===== src/rtl/j_snd_fifo.sv =====
// j_snd_fifo: pairs L/R I2S strobes into stereo frames, buffers them, serves one frame per out_req.
// Optional saturating ovf/unf counters are built when J_SND_FIFO_STATS_EN is defined.
module j_snd_fifo #(
    parameter int DEPTH_LOG2 = 3,
    parameter int PRIME      = 4
) (
    input  logic                  clk,
    input  logic                  resetl,
    input  logic [15:0]           snd_l,
    input  logic [15:0]           snd_r,
    input  logic                  snd_l_en,
    input  logic                  snd_r_en,
    input  logic                  flush,
    input  logic                  out_req,
    output logic [15:0]           out_l,
    output logic [15:0]           out_r,
    output logic                  out_vld,
    output logic [DEPTH_LOG2:0]   level,
    output logic                  running,
    output logic                  ovf,
    output logic                  unf,
    output logic                  pair_err,
    output logic [7:0]            ovf_cnt,
    output logic [7:0]            unf_cnt
);
    localparam int DEPTH = 1 << DEPTH_LOG2;
    localparam logic [DEPTH_LOG2:0] FULL_L  = {1'b1, {DEPTH_LOG2{1'b0}}};
    localparam logic [DEPTH_LOG2:0] PRIME_L = (DEPTH_LOG2 + 1)'(PRIME);
    typedef enum logic {PRIMING, RUNNING} state_t;
    state_t state, state_nxt;
    logic [15:0] l_hold, r_hold;
    logic hl, hr, pend;
    logic [31:0] pend_data;
    logic [31:0] mem [DEPTH];
    logic [DEPTH_LOG2-1:0] wr_ptr, rd_ptr;
    logic empty, full, pop, wr, underrun;
    assign empty    = level == '0;
    assign full     = level == FULL_L;
    assign running  = state == RUNNING;
    assign pop      = out_req && running && !empty && !flush;
    assign underrun = out_req && running && empty && !flush;
    assign wr       = pend && (!full || pop) && !flush;
    // a completed frame waits one cycle in pend; it is dropped here if the buffer stays full
    assign ovf      = pend && full && !pop && !flush;

    always_ff @(posedge clk or negedge resetl) begin
        if (!resetl) begin
            l_hold    <= '0;
            r_hold    <= '0;
            hl        <= 1'b0;
            hr        <= 1'b0;
            pend      <= 1'b0;
            pend_data <= '0;
            pair_err  <= 1'b0;
        end else if (flush) begin
            hl       <= 1'b0;
            hr       <= 1'b0;
            pend     <= 1'b0;
            pair_err <= 1'b0;
        end else begin
            pend     <= 1'b0;
            pair_err <= 1'b0;
            if (snd_l_en && snd_r_en) begin
                pend      <= 1'b1;
                pend_data <= {snd_l, snd_r};
                hl        <= 1'b0;
                hr        <= 1'b0;
                pair_err  <= hl | hr;
            end else if (snd_l_en) begin
                if (hr) begin
                    pend      <= 1'b1;
                    pend_data <= {snd_l, r_hold};
                    hr        <= 1'b0;
                end else begin
                    l_hold   <= snd_l;
                    hl       <= 1'b1;
                    pair_err <= hl;
                end
            end else if (snd_r_en) begin
                if (hl) begin
                    pend      <= 1'b1;
                    pend_data <= {l_hold, snd_r};
                    hl        <= 1'b0;
                end else begin
                    r_hold   <= snd_r;
                    hr       <= 1'b1;
                    pair_err <= hr;
                end
            end
        end
    end

    always_ff @(posedge clk or negedge resetl) begin
        if (!resetl) begin
            wr_ptr <= '0;
            rd_ptr <= '0;
            level  <= '0;
        end else if (flush) begin
            wr_ptr <= '0;
            rd_ptr <= '0;
            level  <= '0;
        end else begin
            if (wr)
                wr_ptr <= wr_ptr + DEPTH_LOG2'(1);
            if (pop)
                rd_ptr <= rd_ptr + DEPTH_LOG2'(1);
            level <= level + (DEPTH_LOG2 + 1)'(wr) - (DEPTH_LOG2 + 1)'(pop);
        end
    end

    always_ff @(posedge clk)
        if (wr)
            mem[wr_ptr] <= pend_data;

    // outputs hold their value unless a real pop happens, which gives the repeat-on-shortfall behaviour
    always_ff @(posedge clk or negedge resetl) begin
        if (!resetl) begin
            out_l   <= '0;
            out_r   <= '0;
            out_vld <= 1'b0;
            unf     <= 1'b0;
        end else begin
            out_vld <= out_req;
            unf     <= underrun;
            if (pop)
                {out_l, out_r} <= mem[rd_ptr];
        end
    end

    always_ff @(posedge clk or negedge resetl) begin
        if (!resetl)
            state <= PRIMING;
        else
            state <= state_nxt;
    end

    always_comb begin
        state_nxt = state;
        state_nxt = (flush || underrun) ? PRIMING :
                    (state == PRIMING && level >= PRIME_L) ? RUNNING : state;
    end

`ifdef J_SND_FIFO_STATS_EN
    always_ff @(posedge clk or negedge resetl) begin
        if (!resetl) begin
            ovf_cnt <= '0;
            unf_cnt <= '0;
        end else begin
            if (ovf && ovf_cnt != 8'hFF)
                ovf_cnt <= ovf_cnt + 8'd1;
            if (underrun && unf_cnt != 8'hFF)
                unf_cnt <= unf_cnt + 8'd1;
        end
    end
`else
    assign ovf_cnt = '0;
    assign unf_cnt = '0;
`endif
endmodule

===== config.mk =====
export PLATFORM = sky130hd
export DESIGN_NAME = j_snd_fifo
export DESIGN_NICKNAME = d
export VERILOG_FILES = /design/src/rtl/j_snd_fifo.sv
export SDC_FILE = /design/constraint.sdc
export NUM_CORES = 1
export LEC_CHECK = 0
export CORE_MARGIN = 5
export CORE_UTILIZATION = 44
export CTS_CLUSTER_DIAMETER = 50
export CTS_CLUSTER_SIZE = 16
export DETAILED_ROUTE_END_ITERATION = 16
export GPL_TIMING_DRIVEN = 0
export PLACE_DENSITY = 0.59
export SLEW_MARGIN = 20
export SYNTH_ARGS = -nofsm -noshare
export SYNTH_HDL_FRONTEND = slang
export SYNTH_SLANG_ARGS = --single-unit

===== constraint.sdc =====
create_clock -name clk -period 5.6 [get_ports clk]
set_input_delay 1.12 -clock clk [delete_from_list [all_inputs] [get_ports clk]]
set_output_delay 1.12 -clock clk [all_outputs]
set_load 0.1 [all_outputs]

After elaboration in Yosys (flattened, before gate mapping)

Memories as Yosys holds them, arrays and structs flattened. A register that Yosys moved wholly into a read port is not among the register bits.
Index checks and enable logic that the tools add are counted.

Add/subtract/negate cells: 4
Multiply operators: 0
Div/mod/pow operators: 0
Magnitude comparators: 1
Equal/unequal tests: 4
Shift operators: 0
Multiplexer cells: 36
Bitwise gates (word level): 7
Reductions and logical operators: 31

Operators by type and width:

| kind                                                                                | number |
|---|---|
| 32-bit two-way mux                                                                  | 5 |
| 1-bit two-way mux                                                                   | 26 |
| 1-bit logical AND                                                                   | 12 |
| 3-bit two-way mux                                                                   | 4 |
| 4-bit by 3-bit inequality test with 1-bit output, second input constant             | 2 |
| 4-bit AND reduction                                                                 | 2 |
| 3-bit by 1-bit adder with 3-bit output, second input constant                       | 2 |
| 1-bit NOT                                                                           | 6 |
| 2-bit nonzero test                                                                  | 3 |
| 3-bit nonzero test                                                                  | 2 |
| 1-bit logical NOT                                                                   | 5 |
| 5-bit AND reduction                                                                 | 1 |
| 4-bit by 1-bit adder with 4-bit output                                              | 1 |
| 4-bit == test, second input constant                                                | 1 |
| 4-bit by 3-bit greater-or-equal comparator with 1-bit output, second input constant | 1 |
| 4-bit logical NOT                                                                   | 1 |
| 4-bit two-way mux                                                                   | 1 |
| 2-bit AND reduction                                                                 | 2 |
| 4-bit nonzero test                                                                  | 1 |
| 4-bit by 1-bit subtractor with 4-bit output                                         | 1 |
| 3-bit by 1-bit inequality test with 1-bit output, second input constant             | 1 |
| 1-bit logical OR                                                                    | 2 |
| 1-bit OR                                                                            | 1 |

Register bits: 81
Bits in latches: 0
RAM bits: 256
ROM bits: 0
Bits of input ports: 38
Output and inout port bits: 57
Word-level logic and storage cells: 97
Memories: 1

Memories:

| memory | depth | width | rd ports | clocked after Yosys merged registers in | wr ports | RTL line | RTL |
|---|---|---|---|---|---|---|---|
| mem    | 8     | 32    | 1        | 1                                       | 1        | 34       | `logic [31:0] mem [DEPTH];` |

Longest topological paths before layout

Word-level depth: 10
Gate-level depth with buffers: 14
Gate-level depth less buffers: 12

Least setup slack after synthesis

No wires, ideal clock.

Kind: flip-flop to flip-flop
From: reg level[2]
To: mem mem[0][0], enable pin
Library setup time: 0.501 ns
Arrival: 5.078 ns
Required time: 5.099 ns
Setup slack: 0.021 ns
Cell stages (with the launch flop): 7
Path buffers: 0
Period minus slack after synthesis: 5.579 ns
Cells stage by stage: dfrtp_1 -> inv_1 -> ha_1 -> nor3b_2 -> o21ai_1 -> nand2b_1 -> nor4_1

Word-level cells in the longest chain between the ends: 9
Elaborated cells on any way between the ends: 11
Classes of those cells: eq/ne: 1; mux: 2; reduce/logical: 8

Ends and longest elaborated chain:

| item                                      | RTL line | RTL |
|---|---|---|
| start: declaration                        | 18       | `output logic [DEPTH_LOG2:0] level,` |
| start signal: assignment                  | 107      | `level <= level + (DEPTH_LOG2 + 1)'(wr) - (DEPTH_LOG2 + 1)'(pop);` |
| 4-bit logical NOT                         | 37       | `assign empty = level == '0;` |
| 1-bit logical NOT                         | 40       | `assign pop = out_req && running && !empty && !flush;` |
| 1-bit logical AND (2 in series)           | 40       |  |
| 1-bit logical OR *                        | 42       | `assign wr = pend && (!full \|\| pop) && !flush;` |
| 1-bit logical AND * (2 in series)         | 42       |  |
| 1-bit two-way mux *                       | 112      | `if (wr)` |
| 1-bit two-way mux (not written as such) * | 113      | `mem[wr_ptr] <= pend_data;` |
| end: declaration                          | 34       |  |

Every way passes the cells marked *; elsewhere a longest branch is shown, timed or not.

Final worst setup path

From: in flush
To: out ovf

Word-level cells in the longest chain between the ends: 5

Ends and longest elaborated chain:

| item                | RTL line | RTL |
|---|---|---|
| start: declaration  | 13       | `input logic flush,` |
| 1-bit logical NOT * | 40, 44   |  |
| 1-bit logical AND   | 40       |  |
| 1-bit logical NOT   | 44       | `assign ovf = pend && full && !pop && !flush;` |
| 1-bit logical AND   | 44       |  |
| 1-bit logical AND * | 44       |  |
| end: declaration    | 20       | `output logic ovf,` |

Marks and branches as above.

==> impl_metrics.tcl <==
set metrics [dict create \
    synthArstFlopShare 0.306 \
    fill_cells 2703 \
    max_cap_viol_count 0 \
    max_freq_mhz 213 \
    cts_inserted_buffers 35 \
    ctsHoldBuffers 0 \
    final_common_cell "edfxtp_1" \
    hold_violations 0 \
    top_usage_layer "met2" \
    grt_pass1_vias 8355 \
    power.density_nw_per_um2 419 \
    gp_congestion 0.711 \
    htree_levels 2 \
    cp_common_cell "clkdlybuf4s50_1" \
    worst-path-buf-inv 3 \
    clockBufferDepth 3 \
    netlist_instances 945 \
    seq_area_um2 10500 \
    slowest_stage "clkdlybuf4s50_1" \
    clock-root-buffer "clkbuf_16" \
    multi_input_area_um2 3820 \
    peakVddDrop_mv 0.238 \
    antenna-diode-count 0 \
    synthAdderAreaFrac 0.00904 \
    grt_usage 0.181 \
    synth_xor_xnor_area_share 0.00239 \
    cts_tree "built" \
    crit_path_cell_trace "clkdlybuf4s50_1 > clkbuf_1 > nand2b_1 > nor2_1 > clkdlybuf4s50_1" \
    antenna_found_initial 0 \
    final_cell_mix "edfxtp_1 (256), mux2i_1 (160), dfrtp_1 (113), clkdlybuf4s50_1 (76), nand2_1 (71)" \
    relSlewSlack 0.340 \
    die_x_um 193 \
    gr-usage-met3 0.0271 \
    dr.first_iter.drc_count 614 \
    worstMarginPinSlew_ps 987 \
    finClkSkew_ps 25.4 \
    utilization 0.539 \
    ys_ff_latch 369 \
    nNetsFinal 1150 \
    startpoint_type "primary input" \
    arrival_ps 3570 \
    final_max_slew_viol_count 0 \
    layout-drive-gt1-share 0.161 \
    max_stage_delay_ps 1160 \
    synth_ff_type "edfxtp_1" \
    muxShareOfSynthArea 0.134 \
    path_clk_slew_ps 60 \
    io_buffer_count 77 \
    end_kind "output pin" \
    p_total_w 0.00739 \
    vias 8158 \
    grt_use_met2 0.290 \
    postCtsSetupBuffers 0 \
    dp_hpwl_mm 21.4 \
    synth_compound_area_frac 0.0509 \
    dieHeight_um 193 \
    synth_edf_count 256 \
    dpl_cell_area_um2 16400 \
    synth_top_family_by_area "multiplexers" \
    drt_wl_total_mm 32.8 \
    insertion_delay_ps 520 \
    period_share 0.838 \
    ys_seq_area_frac 0.717 \
    synth.area.top_cells "edfxtp_1 (52%), dfrtp_1 (19%), mux2i_1 (11%), a22oi_1 (3.3%), mux2_2 (2.5%)" \
    yosysWarnings 0 \
    via_per_inst 5.20 \
    first_pass_iters 5 \
    synth_top_area_frac 0.524 \
    syn_avg_cell_area_um2 15.5 \
    die-area_um2 37100 \
    yosysUniqueCellTypes 38 \
    leakage_nw 6.33 \
    grt_pass1_wl_mm 50.7 \
    crit_fanout 10 \
    crit_type "primary input to output pin" \
    drc 0 \
    rsz0062_at_grt "false" \
    area_growth_pct 20.2 \
    synth_top_area_cell "edfxtp_1" \
    design_area_um2 17600 \
    min_period_ps 4690 \
    met1_usage 0.263 \
    setup-violations-final 0 \
    crit_required_ps 4480 \
    wire_per_inst_um 20.9 \
    ioPinCount 95 \
    cts.sinks 369 \
    rows 66 \
    syn-cell-area_um2 14700 \
    fp.coreArea_um2 32700 \
    yosys.area_share.simple 0.0557 \
    cts_resized 0 \
    ant_nets 0 \
    start_util 0.449 \
    grt_overflow 0 \
    status "finished, final reports clean" \
    grt_max_degree 68 \
    path_delay_family "buffers and inverters" \
    hp-class "register to register" \
]
[per-layer routing]
| metal | wire, um | vias up |
|---|---|---|
| met4 | 618 | 0 |
| met5 | 0 | - |
| met1 | 15200 | 4109 |
| li1 | - | 3815 |
| met2 | 15400 | 196 |
| met3 | 1620 | 38 |
[cell usage after synthesis (2+ instances only)]
master	instances
mux2_2	33
buf_4	31
o21ai_1	2
nand3_1	35
buf_6	3
dfrtp_1	113
nor3_1	3
buf_2	17
a22oi_1	64
inv_1	7
nor2b_1	8
nand2b_1	3
nand2_1	71
nor2_1	47
o21ai_0	2
ha_1	9
nor4b_4	2
nor3b_1	3
a21oi_1	38
xnor2_1	4
edfxtp_1	256
mux2i_1	160
a21o_1	2
nor4_1	2
clkbuf_1	17
[state kept, by name (all words and copies together), names as in the netlist, 4 cells and up]
| signal | cells |
|---|---|
| r_hold | 16 |
| l_hold | 16 |
| out_l | 16 |
| pend_data | 32 |
| out_r | 16 |
| mem | 256 |
| level | 4 |
[worst reg2reg max path, cell delays in order, from the launching register on]
cell and delay (ps):
dfrtp_1 350, inv_1 90, ha_1 210, nor3b_2 190, o21ai_1 340, nand2b_1 280
nor4_2 660, buf_2 330, buf_2 240, buf_2 250
[where the power goes]
group	internal [W]	total [W]	switching, W
clock	0.00156	0.00257	0.00101
sequential	0.00325	0.00346	0.000212
combinational	0.000354	0.00136	0.00101
[through the flow]
step                      TNS (ps)  setup slack [ps]  hold slack, ps  cells
after floorplan                  0              21.0             480    960
after global placement     -535960             -3800             463   1479
after detailed placement         0               868             463   1506
after CTS                        0               857             478   1568
after global routing             0               768             500   1569
final                            0               908             472   1569
[final cells by class]
type                            instances  area share
Buffer                                 69      0.0238
Clock inverter                         20      0.0174
Sequential cell                       369       0.596
Timing Repair Buffer                  105      0.0588
Multi-Input combinational cell        514       0.216
Inverter                                8     0.00170
Tap cell                              442      0.0314
Clock buffer                           42      0.0541
[path summary, 6_finish.rpt]
check / startpoint / cells after the start / slack, ps / to
max reg2reg: level[2]$_DFF_PN0_ / 9 / 2350 / mem[0][14]$_DFFE_PP_
max: flush / 5 / 910 / ovf
min: out_l[6]$_DFFE_PN0P_ / 2 / 470 / out_l[6]$_DFFE_PN0P_
max in group asynchronous: resetl / 2 / 4290 / l_hold[2]$_DFFE_PN0P_
min reg2reg: out_l[6]$_DFFE_PN0P_ / 2 / 470 / out_l[6]$_DFFE_PN0P_
min in group asynchronous: resetl / 1 / 570 / pend_data[24]$_DFFE_PN0P_
[logic make-up after synthesis]
family | after synthesis
XOR/XNOR | 4
other | 1
multiplexers | 193
AND/OR/NAND/NOR | 178
buffers and inverters | 77
AO/OA/AOI/OAI | 113
flip-flops | 369
adder cells (fa/ha/maj) | 10
No activity file was read; power rests on OpenSTA's default activity.
